==> src/rtl/uart_rx_cfg.sv <==
// rtl/uart_rx_cfg.sv - Parametrised oversampling UART receiver with valid/ready word output
// Majority-votes three mid-bit samples per bit; completes each frame at the final stop vote.
module uart_rx_cfg #(
  parameter int CLKS_PER_BIT = 32,
  parameter int DATA_BITS    = 8,
  parameter int PARITY_EN    = 0,
  parameter int PARITY_ODD   = 0,
  parameter int STOP_BITS    = 1
) (
  input  logic                 clk,
  input  logic                 reset,
  input  logic                 rx,
  output logic [DATA_BITS-1:0] data_out,
  output logic                 data_valid,
  input  logic                 data_ready,
  output logic                 parity_err,
  output logic                 frame_err,
  output logic                 overrun,
  output logic                 break_det
);
  localparam int CW   = $clog2(CLKS_PER_BIT);
  localparam int HALF = CLKS_PER_BIT / 2;
  localparam logic [CW-1:0] CNT_LAST = CW'(CLKS_PER_BIT - 1);
  localparam logic [CW-1:0] CNT_S0   = CW'(HALF - 1);
  localparam logic [CW-1:0] CNT_S1   = CW'(HALF);
  localparam logic [CW-1:0] CNT_VOTE = CW'(HALF + 1);
  localparam logic [3:0]    IDX_LAST = 4'(DATA_BITS - 1);
  localparam logic          ODD      = (PARITY_ODD != 0);

  typedef enum logic [2:0] {IDLE, START, DATA, PARITY, STOP} state_t;

  state_t               state;
  logic                 rx_m, rx_s;
  logic [1:0]           sync_fill;
  logic                 armed;
  logic [CW-1:0]        cnt;
  logic [3:0]           bit_idx;
  logic                 stop_idx;
  logic                 s0, s1;
  logic [DATA_BITS-1:0] shreg;
  logic                 perr_q, ferr_q;
  logic                 vote, vote_now, bit_end, last_stop, done, fe_final;

  assign vote      = (s0 & s1) | (s0 & rx_s) | (s1 & rx_s);
  assign vote_now  = (cnt == CNT_VOTE);
  assign bit_end   = (cnt == CNT_LAST);
  assign last_stop = (STOP_BITS == 1) || stop_idx;
  assign done      = (state == STOP) && vote_now && last_stop;
  assign fe_final  = ferr_q | ~vote;

  // sync_fill keeps the reset value of the synchroniser from arming the receiver
  always_ff @(posedge clk or negedge reset) begin
    if (!reset) begin
      rx_m      <= 1'b1;
      rx_s      <= 1'b1;
      sync_fill <= 2'b00;
    end else begin
      rx_m      <= rx;
      rx_s      <= rx_m;
      sync_fill <= {sync_fill[0], 1'b1};
    end
  end

  always_ff @(posedge clk or negedge reset) begin
    if (!reset) begin
      state      <= IDLE;
      armed      <= 1'b0;
      cnt        <= '0;
      bit_idx    <= '0;
      stop_idx   <= 1'b0;
      s0         <= 1'b1;
      s1         <= 1'b1;
      shreg      <= '0;
      perr_q     <= 1'b0;
      ferr_q     <= 1'b0;
      data_out   <= '0;
      data_valid <= 1'b0;
      parity_err <= 1'b0;
      frame_err  <= 1'b0;
      overrun    <= 1'b0;
      break_det  <= 1'b0;
    end else begin
      overrun   <= 1'b0;
      break_det <= 1'b0;
      if (state != IDLE) begin
        cnt <= bit_end ? '0 : cnt + CW'(1);
        if (cnt == CNT_S0) s0 <= rx_s;
        if (cnt == CNT_S1) s1 <= rx_s;
      end
      case (state)
        IDLE: begin
          cnt <= '0;
          if (armed && !rx_s) begin
            armed    <= 1'b0;
            perr_q   <= 1'b0;
            ferr_q   <= 1'b0;
            stop_idx <= 1'b0;
            state    <= START;
          end else if (sync_fill[1] && rx_s) begin
            armed <= 1'b1;
          end
        end
        START: begin
          if (vote_now && vote) begin
            state <= IDLE;
            cnt   <= '0;
          end else if (bit_end) begin
            bit_idx <= '0;
            state   <= DATA;
          end
        end
        DATA: begin
          if (vote_now) shreg <= {vote, shreg[DATA_BITS-1:1]};
          if (bit_end) begin
            bit_idx <= bit_idx + 4'd1;
            if (bit_idx == IDX_LAST) state <= (PARITY_EN != 0) ? PARITY : STOP;
          end
        end
        PARITY: begin
          if (vote_now) perr_q <= vote ^ (^shreg) ^ ODD;
          if (bit_end) state <= STOP;
        end
        STOP: begin
          if (vote_now && !vote) ferr_q <= 1'b1;
          if (done) begin
            state <= IDLE;
            cnt   <= '0;
          end else if (bit_end) begin
            stop_idx <= 1'b1;
          end
        end
        default: state <= IDLE;
      endcase
      // a held, unaccepted word wins over a newly completed frame
      if (done) begin
        if (!data_valid || data_ready) begin
          data_out   <= shreg;
          parity_err <= perr_q;
          frame_err  <= fe_final;
          data_valid <= 1'b1;
        end else begin
          overrun <= 1'b1;
        end
        break_det <= (shreg == '0) && fe_final;
      end else if (data_valid && data_ready) begin
        data_valid <= 1'b0;
      end
    end
  end
endmodule

==> config.mk <==
export PLATFORM = sky130hd
export DESIGN_NAME = uart_rx_cfg
export DESIGN_NICKNAME = d
export VERILOG_FILES = /design/src/rtl/uart_rx_cfg.sv
export SDC_FILE = /design/constraint.sdc
export NUM_CORES = 1
export LEC_CHECK = 0
export BUFFER_PORTS_ARGS = -buffer_cell sky130_fd_sc_hd__buf_2
export CORE_ASPECT_RATIO = 1.75
export CORE_MARGIN = 8
export CORE_UTILIZATION = 32
export CTS_BUF_LIST = sky130_fd_sc_hd__clkbuf_4 sky130_fd_sc_hd__clkbuf_8
export DETAILED_ROUTE_END_ITERATION = 8
export PLACE_DENSITY = 0.45
export SYNTH_ARGS = -nofsm -noshare
export SYNTH_HDL_FRONTEND = slang
export SYNTH_SLANG_ARGS = --single-unit
export TNS_END_PERCENT = 5
==> constraint.sdc <==
create_clock -name clk -period 2.7 [get_ports clk]
set_clock_uncertainty 0.05 [all_clocks]
set_input_delay 0.27 -clock clk [delete_from_list [all_inputs] [get_ports clk]]
set_output_delay 0.27 -clock clk [all_outputs]
set_load 0.01 [all_outputs]
# [Yosys cells after proc, flatten, opt, wreduce, memory -nomap -nowiden]
# Index checks and enable logic that the tools add are counted.
[op_classes] eq_ne=20 shift=0 addsub=2 n_div=0 bitwise_logic=8 reduce_logical=30 muxes=30 n_lt_le_gt_ge=0 n_mul=0
[ops] op="$mux 3" count=7
[ops] op="$mux 5" count=4
[ops] op="$ne 2x2->1 const B" count=8
[ops] op="$eq 5x5->1 const B" count=3
[ops] op="$pmux 3 s5" count=1
[ops] op="$pmux 5 s3" count=1
[ops] op="$mux 4" count=3
[ops] op="$reduce_and 2->1" count=6
[ops] op="$mux 1" count=11
[ops] op="$reduce_bool 2->1" count=5
[ops] op="$logic_not 8->1" count=1
[ops] op="$pmux 4 s2" count=1
[ops] op="$reduce_xor 8->1" count=1
[ops] op="$logic_and 1x1->1" count=7
[ops] op="$eq 3x2->1 const B" count=2
[ops] op="$reduce_and 3->1" count=2
[ops] op="$reduce_and 6->1" count=1
[ops] op="$add 5x1->5 const B" count=1
[ops] op="$eq 5x4->1 const B" count=1
[ops] op="$add 4x1->4 const B" count=1
[ops] op="$eq 4x3->1 const B" count=1
[ops] op="$ne 2x1->1 const B" count=2
[ops] op="$pmux 1 s2" count=2
[ops] op="$reduce_and 4->1" count=1
[ops] op="11 further kinds" count=17
[word_totals] register_bits=42 out_inout_bits=13 mem_bits_rw=0 latchBits=0 inputBits=4 romBits=0 memories=0

# [Depth between registers and ports, before layout]
# Gate-level depths: netlist (run 1).
[logic_depth] ltp_word=7 ltp_mapped=8 mapped_depth_nobuf=7

# [Least setup slack after synthesis (run 1)]
# OpenSTA, ideal clock, no wires.
[synth_path] path_type="register to register" start="reg cnt[0]" end="reg cnt[3]" setup_slack_ps=780 period_less_slack_ps=1920 stages_incl_launch_ff=7 arrival_time_ps=1793 required_time_ps=2572 cell_sequence="dfrtp_1 -> ha_1 -> and3_1 -> ha_1 -> clkbuf_1 -> or4_1 -> a21oi_1"
[synth_via] elab_chain_len=5 elab_cells_between_ends=10 cone_classes="1 x add/sub; 2 x eq/ne; 5 x mux; 2 x reduce/logical"
[synth_rtl] item="start, declared" line_no="36" rtl="logic [CW-1:0] cnt;"
[synth_rtl] item="start signal, assigned" line_no="86" rtl="cnt <= bit_end ? '0 : cnt + CW'(1);"
[synth_rtl] item="$add 5x1->5 or $eq 5x5->1 (tied branches)" line_no="86, 46"
[synth_rtl] item="$mux 5" line_no="86"
[synth_rtl] item="$mux 5" line_no="85" rtl="if (state != IDLE) begin"
[synth_rtl] item="$mux 5, on equally long branches" line_no="125, 104"
[synth_rtl] item="$pmux 5 s3 (*)" line_no="90" rtl="case (state)"
# Mark *: on every way between the ends. The rest lies on a longest branch, timed or not.
# A chain may end at the register's enable or synchronous reset.

# [Worst setup path after layout (run 1)]
# Ends and elaborated chain as after synthesis.

==> results of run 1 <==
[state kept, by name (all words and copies together), names as in the netlist]
name	flops
armed	1
bit_idx	4
break_det	1
cnt	5
data_out	8
data_valid	1
ferr_q	1
frame_err	1
overrun	1
parity_err	1
perr_q	1
rx_m	1
rx_s	1
s0	1
s1	1
shreg	8
state	3
sync_fill	2
[cell usage after synthesis, drive strengths merged (5+ instances only)]
| cell type | count | area (µm²) |
|---|---|---|
| dfrtp | 38 | 951 |
| nand2 | 29 | 109 |
| o21ai | 24 | 120 |
| inv | 13 | 48.8 |
| nor2 | 11 | 41.3 |
| ha | 10 | 125 |
| a21oi | 7 | 35.0 |
| buf | 5 | 30.0 |
| nand3 | 5 | 25.0 |
| nor2b | 5 | 31.3 |
[logic make-up after synthesis]
group           count (synthesis)
flops                          42
simple gates                   71
xor+xnor                        4
fa+ha+maj                      11
buf+inv                        22
other cells                     1
mux                             3
compound gates                 43
[per-layer routing]
layer / global-route usage / up-vias / wire (µm)
met1: 0.0965 / 662 / 1530
li1: - / 698 / -
met2: 0.172 / 25 / 2120
met4: 0.0436 / 0 / 76
met5: 0 / - / 0
met3: 0.0201 / 5 / 167
[final timing paths]
| path | startpoint | to | slack, ns | cells past startpoint |
|---|---|---|---|---|
| max in group asynchronous | reset | cnt[2]$_DFF_PN0_ | 1.95 | 1 |
| hold / removal | rx | rx_m$_DFF_PN1_ | 0.03 | 1 |
| hold reg to reg | sync_fill[0]$_DFF_PN0_ | sync_fill[1]$_DFF_PN0_ | 0.30 | 0 |
| setup reg to reg | cnt[0]$_DFF_PN0_ | cnt[3]$_DFF_PN0_ | 0.70 | 5 |
| min in group asynchronous | reset | data_out[1]$_DFFE_PN0P_ | 0.06 | 1 |
| setup / recovery | cnt[0]$_DFF_PN0_ | cnt[3]$_DFF_PN0_ | 0.70 | 5 |
[critical path, delay by kind of cell (launching register included)]
family / cells / cell delay, ns
and+or+nand+nor: 2 / 0.74
AOI/OAI and AO/OA: 1 / 0.15
DFF: 1 / 0.45
adders and majority gates: 2 / 0.54
[area by class of cell]
type / instances / share of cell area
flip-flops and latches: 42 / 0.475
clock buffers: 6 / 0.0372
inverters: 13 / 0.0220
multi-input cells: 133 / 0.375
well taps: 80 / 0.0451
repair buffers: 17 / 0.0394
clock inverters: 2 / 0.00563
[metrics by stage]
stage / utilization / hold slack [ns] / area (µm²)
2_1_floorplan: - / -0.0756 / 1980
5_1_grt: 0.365 / 0.0125 / 2220
3_5_place_dp: 0.349 / 0.290 / 2130
4_1_cts: 0.365 / 0.0163 / 2220
3_3_place_gp: 0.349 / 0.285 / 2130
6_report: 0.365 / 0.0293 / 2220
[power breakdown]
| part | internal, mW | switching, mW |
|---|---|---|
| sequential | 0.698 | 0.0806 |
| clock | 0.206 | 0.217 |
| combinational | 0.124 | 0.176 |
==> summary.txt, run 1 <==
Clock network
  – Count of hold-fix buffers inserted at cts: 0
  – Library cell used as clock root buffer: sky130_fd_sc_hd__clkbuf_8
  – Clock tree sinks: 42
  – CTS H-tree lvls: 2
  – Clk slew on worst S/H paths: 0.08 ns
  – Post-CTS setup repair buffer count: 0
  – Maximum count of clock buffers along a single path: 2
  – CTS tree: yes
  – Number of buffers inserted during clock tree synthesis: 5
  – Post-CTS resize count: 0
  – Clock network latency to the later pin of the worst-skew pair: 0.29 ns

Synthesis
  – Synthesized area per cell: 10.1 µm²
  – Fraction of synthesized cell area in xor and xnor cells: 0.0177
  – Fraction of the mapped netlist area in adder cells: 0.0681
  – #FFs+latches synth: 42
  – Main combinational cell family by area after synthesis: simple AND/OR/NAND/NOR gates
  – Asr flop ratio synth: 1.00
  – Post-synthesis share of cell area spent on and, or, nand and nor gates: 0.180
  – Top_reg_cell synth: sky130_fd_sc_hd__dfrtp_1
  – Number of cells produced by synthesis: 197
  – Share of the yosys chip area belonging to registers: 0.532
  – Multiplexer share of the synthesized area: 0.0170
  – Number of distinct library cells after synthesis: 43
  – Count of flip-flops with a built-in enable after synthesis: 0
  – Synth Area in Compound Gates: 0.135
  – Synth Net Count: 211
  – Number of synthesis warnings: 0
  – Post-synth design cell area: 0.00198 mm²

Cells and area
  – Antenna diode count: 0
  – Filler instances: 669
  – Fraction of final layout cells with drive strength greater than 1: 0.169
  – Final-stage net count: 226
  – Most common library cell in the layout ignoring fill and taps: sky130_fd_sc_hd__dfrtp_1
  – Commonest cells after routing, fill and taps aside: sky130_fd_sc_hd__dfrtp_1 (38), sky130_fd_sc_hd__nand2_1 (29), sky130_fd_sc_hd__o21ai_0 (24)
  – Area growth from synthesis to layout: 12.0%
  – Number of non-filler instances in the completed layout: 293
  – Sequential cell area in the final layout: 0.00106 mm²
  – Multi-input gate area: 833 µm²

STA
  – Final worst-path cycle share: 0.740
  – Max transition margin: 0.382
  – Worst Tran Pin Value: 0.927 ns
  – Setup total negative slack: 0 ns
  – Final critical-path required period: 2.00 ns
  – Final setup fails: 0
  – Final Max Slew Viols: 0
  – Max Clk Rate: 501 MHz
  – Total count of hold-check failures in the final report: 0
  – Unrepaired setup endpoints after global routing: no
  – Slack of the critical path: 0.702 ns

Route
  – Residual DRC: 0
  – First-iteration detailed-routing DRC count: 62
  – DR WL/cell: 13.3 µm
  – Detailed Route WL: 3.89 mm
  – Via count: 1390
  – Mean number of vias per cell: 4.74
  – Antenna viol nets, final: 0
  – Count of TritonRoute iterations in the first routing pass: 4

Power
  – Max IR drop VDD: 347 µV
  – Post-layout power: 1.50 mW
  – Lkg Pwr: 1.02 nW
  – Power density over the cells: 676 mW/mm²

Placed design
  – Placer congestion estimate: 0.751
  – Post-detailed-placement half-perimeter wirelength: 2.84 mm
  – Number of buffers inserted by port buffering: 16
  – Number of placed cells counting well taps: 285
  – Worst slack at placement: 0.730 ns

GRT
  – Pin count of the biggest net entering global routing: 43
  – Number of global-route vias before repair: 1352
  – Number of antenna violations at the first check in global routing: 0
  – Final global-route overflow total: 0
  – Total track usage: 0.0946
  – First-pass GRT wire length: 6.51 mm

Setup path
  – Required time worst endpoint: 2.87 ns
  – Element type at the critical path start: register
  – Biggest cell delay along the critical path: 0.54 ns
  – Critical path, cell by cell: ha_1 > and3_1 > ha_1 > or4_1 > a21oi_1
  – Crit Path Class: reg -> reg
  – Biggest fanout along the worst timing path: 10
  – Critical Path End Type: register
  – Highest-delay cell along the critical path: sky130_fd_sc_hd__or4_1
  – Critical Path AT: 2.16 ns
  – Most numerous cell on the critical path: sky130_fd_sc_hd__ha_1

Floorplan
  – Count of standard-cell rows: 38
  – Die boundary height: 120 µm
  – Ports placed on the boundary: 17
  – CORE AREA: 0.00609 mm²
  – Area enclosed by the die boundary: 0.00907 mm²
  – DIE WIDTH: 75.5 µm
  – Starting density of the core: 0.326

Outcome
  – Status: finished, final reports clean

Job
  – Number of maximum-capacitance violations: 0

Hold path
  – Min-Delay Path Class: in -> reg
No activity file was read; power rests on OpenSTA's default activity.
==> inputs of run 2 (changes only) <==
Settings changed: ABC_AREA set to 1, PLACE_DENSITY 0.45 to 0.47.
Clock period 2.7 ns to 1.7 ns, I/O delays scaled along.
==> run 2 against run 1 <==
Sequential power up 60%. Synthesized cell count is 20% higher. Sequential share of layout area is 4.7 points lower. First-iteration DRC count grew 1.6%. Via count is 14% higher. Combinational power grew to 2.5 times the previous value. Core utilization up 2.1 points. Critical path depth grew 8.
==> summary.txt, run 2 <==
STA
  – Final setup fails: 0 (unchanged)
  – Final Max Slew Viols: 0 (unchanged)
  – Final critical-path required period: 1.66 ns (-0.338 ns)
  – Max Clk Rate: 603 MHz (+20%)
  – Final worst-path cycle share: 0.976 (+0.236)
  – Setup total negative slack: 0 ns (unchanged)
  – Total count of hold-check failures in the final report: 0 (unchanged)
  – Unrepaired setup endpoints after global routing: yes

Synthesis
  – Asr flop ratio synth: 1.00 (unchanged)
  – Count of flip-flops with a built-in enable after synthesis: 0 (unchanged)
  – Synthesized area per cell: 8.78 µm² (-13%)
  – Commonest cells in the synthesized netlist: sky130_fd_sc_hd__nand2_1 (51), sky130_fd_sc_hd__dfrtp_1 (38), sky130_fd_sc_hd__inv_1 (27)
  – Post-synth design cell area: 0.00207 mm² (+4.5%)
  – Dominant cells by area after synthesis: sky130_fd_sc_hd__dfrtp_1 (46%), sky130_fd_sc_hd__nand2_1 (9.2%), sky130_fd_sc_hd__ha_1 (6.0%), sky130_fd_sc_hd__o21ai_1 (6.0%), sky130_fd_sc_hd__dfstp_2 (5.1%)
  – Largest area contributor in the netlist: sky130_fd_sc_hd__dfrtp_1
  – Share of the yosys chip area belonging to registers: 0.509 (-0.0231)
  – Most numerous cell in the Yosys netlist: sky130_fd_sc_hd__nand2_1
  – Top_reg_cell synth: sky130_fd_sc_hd__dfrtp_1
  – #FFs+latches synth: 42 (unchanged)
  – Fraction of post-synthesis cell area in the top cell type by area: 0.459 (-0.0208)
  – Synth Net Count: 250 (+18%)
  – Number of synthesis warnings: 0 (unchanged)
  – Number of cells produced by synthesis: 236 (+20%)
  – Number of distinct library cells after synthesis: 30 (-30%)

Power
  – Proportion of power drawn by the clock network: 0.292 (+0.010)
  – Net Sw Frac: 0.341 (+0.0249)
  – Logic gate share of total power: 0.267 (+0.067)
  – Sequential power share: 0.441 (-0.078)
  – Max IR drop VDD: 672 µV (+94%)
  – Post-layout power: 2.82 mW (+88%)
  – Lkg Pwr: 1.18 nW (+15%)
  – Sw power: 0.962 mW (+100%)
  – Internal portion of total power: 1.86 mW (+81%)
  – Power density over the cells: 1150 mW/mm² (+69%)

GRT
  – Number of global-route vias before repair: 1626 (+20%)
  – Number of antenna violations at the first check in global routing: 0 (unchanged)
  – Final global-route overflow total: 0 (unchanged)
  – First-pass GRT wire length: 7.37 mm (+13%)
  – Pin count of the biggest net entering global routing: 43 (unchanged)
  – Total track usage: 0.0984 (+0.00386)

Route
  – Detailed Route WL: 4.42 mm (+13%)
  – First-iteration detailed-routing DRC count: 63 (+1.6%)
  – Residual DRC: 0 (unchanged)
  – Antenna viol nets, final: 0 (unchanged)
  – Count of TritonRoute iterations in the first routing pass: 4 (unchanged)
  – DR WL/cell: 12.7 µm (-4.2%)
  – Via count: 1589 (+14%)
  – Mean number of vias per cell: 4.58 (-3.5%)

Cells and area
  – Fraction of final layout cells with drive strength greater than 1: 0.238 (+0.0687)
  – Final-stage net count: 278 (+23%)
  – Most common library cell in the layout ignoring fill and taps: sky130_fd_sc_hd__nand2_1
  – Regs by FF count: data_out x8, shreg x8, cnt x5
  – Commonest cells after routing, fill and taps aside: sky130_fd_sc_hd__nand2_1 (51), sky130_fd_sc_hd__dfrtp_1 (38), sky130_fd_sc_hd__o21ai_1 (25)
  – Post-Route Utilization: 0.386 (+0.0209)
  – Area growth from synthesis to layout: 19.0%
  – Antenna diode count: 0 (unchanged)

Floorplan
  – Starting density of the core: 0.324 (-0.00153)
  – Count of standard-cell rows: 39 (+2.6%)
  – Die boundary height: 122 µm (+1.9%)
  – CORE AREA: 0.00639 mm² (+5.0%)
  – DIE WIDTH: 76.8 µm (+1.8%)
  – Ports placed on the boundary: 17 (unchanged)
  – Area enclosed by the die boundary: 0.00941 mm² (+3.8%)

Setup path
  – Biggest fanout along the worst timing path: 2 (-8)
  – Required time worst endpoint: 1.85 ns (-1.02 ns)
  – Critical Path AT: 1.81 ns (-0.35 ns)
  – Crit Path Class: reg -> reg
  – Critical Path End Type: register
  – Element type at the critical path start: register

Clock network
  – Clock network latency to the later pin of the worst-skew pair: 0.31 ns (+0.02 ns)
  – Clk slew on worst S/H paths: 0.08 ns (about the same)
  – Maximum count of clock buffers along a single path: 2 (unchanged)
  – Library cell used as clock root buffer: sky130_fd_sc_hd__clkbuf_8
  – Clock tree sinks: 42 (unchanged)
  – Number of buffers inserted during clock tree synthesis: 5 (unchanged)
  – CTS tree: yes
  – CTS H-tree lvls: 2 (unchanged)

Placed design
  – Number of buffers inserted by port buffering: 16 (unchanged)
  – Placer congestion estimate: 0.820 (+9.2%)
  – Post-detailed-placement half-perimeter wirelength: 3.24 mm (+14%)

Outcome
  – Status: finished, final reports clean

Hold path
  – Min-Delay Path Class: in -> reg

Job
  – Number of maximum-capacitance violations: 0 (unchanged)
## run 2: cell types whose count changed after synthesis, sizes merged, moves of 2 or more
cell    delta
and3       -2
clkbuf     -4
inv       +21
mux2       -3
nand2     +25
nand2b     -4
nand3      +9
nand4      +2
nor2      +10
nor2b      -5
o21ai      +7
o32ai      -2
or2        +2
xor2       +2
## run 2: worst paths after layout
check,from,to,slack [ns],cells past startpoint
max,cnt[1]$_DFF_PN0_,state[1]$_DFFE_PN0P_,0.04,13
min,data_ready,overrun$_DFF_PN0_,0.11,4
max reg2reg,cnt[1]$_DFF_PN0_,state[1]$_DFFE_PN0P_,0.04,13
min reg2reg,sync_fill[0]$_DFF_PN0_,sync_fill[1]$_DFF_PN0_,0.30,0
max in group asynchronous,reset,rx_s$_DFF_PN1_,1.02,3
min in group asynchronous,reset,break_det$_DFF_PN0_,0.31,3
## run 2: worst max-delay path: stages, from the launching register on
cell                      delay [ns]
sky130_fd_sc_hd__dfrtp_1        0.38
sky130_fd_sc_hd__ha_2           0.20
sky130_fd_sc_hd__inv_2          0.05
sky130_fd_sc_hd__nor2_4         0.11
sky130_fd_sc_hd__ha_4           0.14
sky130_fd_sc_hd__inv_2          0.04
sky130_fd_sc_hd__nor2_2         0.10
sky130_fd_sc_hd__nand2_1        0.06
sky130_fd_sc_hd__nand2_1        0.06
sky130_fd_sc_hd__nand2_1        0.05
sky130_fd_sc_hd__nor2_2         0.12
sky130_fd_sc_hd__nand3_1        0.08
sky130_fd_sc_hd__nand2_1        0.07
sky130_fd_sc_hd__nand2_1        0.05
## run 2: metrics by stage
stage	setup WS, ns	cells	hold WS, ns	instance area, µm²
2_1_floorplan	0.0356	236	-0.176	2070
3_3_place_gp	0.0577	336	0.113	2280
3_5_place_dp	0.00793	336	0.117	2280
4_1_cts	0.00574	346	0.110	2420
5_1_grt	-0.0447	347	0.140	2470
6_report	0.0404	347	0.107	2470
## run 2: timing repair
action,CTS,global route
setup endpoints to repair,1,11
pin swaps,0,7
hold buffers,2,0
endpoints found under the hold margin,39,0
setup buffers,0,1
resized for setup,1,12
## run 2: kinds of logic after synthesis
group / after synthesis / share of synthesized area
AOI/OAI and AO/OA: 40 / 0.110
xor gates and xnor gates: 5 / 0.0211
adders and majority gates: 10 / 0.0604
buffers and inverters: 38 / 0.0754
DFF: 42 / 0.509
other: 1 / 0.00181
and+or+nand+nor: 100 / 0.221
## run 2: cell type report
class	count	area (µm²)
clock buffer	6	76.3
clock inverter	2	37.5
fill	683	3930
inverter	34	130
multi-input combinational	156	898
sequential	42	1060
tap	82	103
timing repair buffer	25	165
## run 2: power by group through the flow
stage	clock [mW]	combinational, mW	sequential [mW]
2_1_floorplan	0	0.531	1.24
3_3_place_gp	0	0.713	1.25
3_5_place_dp	0	0.719	1.25
4_1_cts	0.846	0.730	1.23
5_1_grt	0.874	0.869	1.26
6_report	0.824	0.754	1.25
## run 2: routing by layer
metal | vias to the layer above | wire, µm | track usage
li1 | 810 | - | -
met4 | 0 | 116 | 0.0617
met2 | 13 | 2480 | 0.186
met1 | 757 | 1720 | 0.0934
met3 | 9 | 99 | 0.0220
met5 | - | 0 | 0
==> inputs of run 3 (changes only) <==
Settings changed: ABC_AREA 1 to 0, CORE_MARGIN 8 to unset.
==> run 3 against run 2 <==
Core utilization rose by 3.7 points. Wire length fell by 4.6%. Highest routed layer unchanged. Design area increased by 1.5%. Critical path type unchanged.
==> summary.txt, run 3 (synthesis gave the netlist of run 1 again) <==
Outcome
  – Status: finished, final reports clean

Hold path
  – Worst Min Path Start: data_ready
  – Min-Delay Path Class: in -> reg

Clock network
  – Number of buffers inserted during clock tree synthesis: 5 (unchanged)
  – Maximum count of clock buffers along a single path: 2 (unchanged)
  – Clk slew on worst S/H paths: 0.08 ns (about the same)
  – CTS tree: yes
  – Clock network latency to the later pin of the worst-skew pair: 0.29 ns (-0.02 ns)
  – Library cell used as clock root buffer: sky130_fd_sc_hd__clkbuf_8
  – CTS H-tree lvls: 2 (unchanged)
  – Clock tree sinks: 42 (unchanged)

STA
  – Total count of hold-check failures in the final report: 0 (unchanged)
  – Final critical-path required period: 1.69 ns (+0.0346 ns)
  – Unrepaired setup endpoints after global routing: yes
  – Final setup fails: 0 (unchanged)
  – Slack of the critical path: 0.00573 ns (-0.0346 ns)
  – Max Clk Rate: 590 MHz (-2.0%)
  – Final Max Slew Viols: 0 (unchanged)
  – Setup total negative slack: 0 ns (unchanged)
  – Final worst-path cycle share: 0.997 (+0.0204)

Setup path
  – Biggest cell delay along the critical path: 0.43 ns (+0.05 ns)
  – Element type at the critical path start: register
  – Critical Path AT: 1.86 ns (+0.05 ns)
  – Critical Path End Type: register
  – Critical path origin: cnt[0]$_DFF_PN0_
  – Biggest fanout along the worst timing path: 9 (+7)
  – Crit path buf inv count: 0 (-2)
  – Highest-delay cell along the critical path: sky130_fd_sc_hd__dfrtp_1
  – Crit Path Class: reg -> reg
  – Category of cells accounting for the largest share of critical-path delay: simple AND/OR/NAND/NOR gates
  – Worst flop-to-flop path startpoint: cnt[0]$_DFF_PN0_
  – Critical path, cell by cell: ha_2 > and3_4 > ha_4 > or4_1 > a21oi_1
  – Required time worst endpoint: 1.87 ns (+0.02 ns)

Floorplan
  – Die boundary height: 106 µm (-13%)
  – Count of standard-cell rows: 37 (-5.1%)
  – CORE AREA: 0.00593 mm² (-7.3%)
  – Area enclosed by the die boundary: 0.00653 mm² (-31%)
  – Ports placed on the boundary: 17 (unchanged)
  – DIE WIDTH: 61.5 µm (-20%)
  – Starting density of the core: 0.335 (+0.0103)

GRT
  – Number of global-route vias before repair: 1536 (-5.5%)
  – Total track usage: 0.149 (+0.0510)
  – Final global-route overflow total: 0 (unchanged)
  – Number of antenna violations at the first check in global routing: 0 (unchanged)
  – Pin count of the biggest net entering global routing: 28 (-35%)
  – First-pass GRT wire length: 7.22 mm (-2.1%)

Placed design
  – Total cell area at the placement stage: 0.00229 mm² (+0.27%)
  – Number of buffers inserted by port buffering: 16 (unchanged)
  – Worst slack at placement: -0.0687 ns (-0.0766 ns)
  – Post-detailed-placement half-perimeter wirelength: 3.22 mm (-0.57%)
  – Placer congestion estimate: 0.767 (-6.5%)

Power
  – Sw power: 0.797 mW (-17%)
  – Sequential power share: 0.447 (+0.006)
  – Post-layout power: 2.74 mW (-3.1%)
  – Logic gate share of total power: 0.262 (-0.005)
  – Power density over the cells: 1090 mW/mm² (-4.5%)
  – Lkg Pwr: 1.18 nW (+0.69%)
  – Proportion of power drawn by the clock network: 0.291 (about the same)
  – Net Sw Frac: 0.291 (-0.0492)
  – Internal portion of total power: 1.94 mW (+4.2%)
  – Max IR drop VDD: 591 µV (-12%)

Route
  – DR WL/cell: 13.4 µm (+5.1%)
  – Residual DRC: 0 (unchanged)
  – Antenna viol nets, final: 0 (unchanged)
  – Met3 Routed Length: 47 µm (-53%)
  – Via count: 1494 (-6.0%)
  – Detailed Route WL: 4.21 mm (-4.6%)
  – Count of TritonRoute iterations in the first routing pass: 4 (unchanged)
  – Mean number of vias per cell: 4.74 (+3.6%)
  – Uppermost routed layer: met4
  – First-iteration detailed-routing DRC count: 16 (-75%)
  – Met2 WL post-DR: 2.46 mm (-0.93%)
  – Metal-1 WL: 1.64 mm (-4.9%)

Cells and area
  – Antenna diode count: 0 (unchanged)
  – Final-stage net count: 250 (-10%)
  – Fin area: 0.00250 mm² (+1.5%)
  – Most common library cell in the layout ignoring fill and taps: sky130_fd_sc_hd__dfrtp_1
  – Area growth from synthesis to layout: 26.2%
  – Regs by FF count: data_out x8, shreg x8, cnt x5
  – Fraction of final layout cells with drive strength greater than 1: 0.283 (+0.0450)
  – Commonest cells after routing, fill and taps aside: sky130_fd_sc_hd__dfrtp_1 (38), sky130_fd_sc_hd__nand2_1 (29), sky130_fd_sc_hd__o21ai_0 (20), sky130_fd_sc_hd__buf_4 (20), sky130_fd_sc_hd__buf_2 (16)
  – Post-Route Utilization: 0.422 (+0.0365)

Job
  – Number of maximum-capacitance violations: 0 (unchanged)
-- run 3: repair_timing --
item | CTS | global route
pin swaps | 1 | 5
resized for setup | 2 | 12
hold buffers | 2 | 0
endpoints found under the hold margin | 12 | 0
buffers inserted | 0 | 3
endpoints found under the setup margin | 7 | 23
-- run 3: layout make-up --
type                    instances  area [µm²]
clock buffers                   7        83.8
repair buffers                 41         293
flip-flops and latches         42        1060
well taps                      78        97.6
fillers                       628        3420
inverters                      13        48.8
clock inverters                 1        30.0
multi-input cells             133         893
-- run 3: routing by layer --
layer / GRT usage / up-vias
met5: 0 / -
li1: - / 748
met1: 0.169 / 725
met4: 0.0540 / 0
met3: 0.0219 / 8
met2: 0.270 / 13
-- run 3: worst paths after layout --
path,to,cells past startpoint,slack [ns]
worst min-delay path,overrun$_DFF_PN0_,3,0.14
min in group asynchronous,overrun$_DFF_PN0_,2,0.28
worst min register to register,rx_s$_DFF_PN1_,0,0.30
worst max-delay path,cnt[3]$_DFF_PN0_,5,0.006
max in group asynchronous,perr_q$_DFFE_PN0P_,3,0.85
worst max register to register,cnt[3]$_DFF_PN0_,5,0.006
-- run 3: worst min-delay path, cell delays in order --
cell and delay, ns:
sky130_fd_sc_hd__buf_2 0.07, sky130_fd_sc_hd__nand2b_1 0.15, sky130_fd_sc_hd__nor2_1 0.05
-- run 3: through the flow --
step	hold slack [ns]	std cells
5_1_grt	0.178	315
4_1_cts	0.154	312
6_report	0.140	315
3_3_place_gp	0.0661	302
2_1_floorplan	-0.176	197
3_5_place_dp	0.0696	302
-- run 3: power by group through the flow --
stage                     clock (mW)  sequential [mW]  combinational, mW
final                          0.797             1.22              0.717
after detailed placement           0             1.24              0.666
after global routing           0.863             1.24              0.809
after floorplan                    0             1.20              0.422
after CTS                      0.831             1.22              0.680
after global placement             0             1.24              0.664
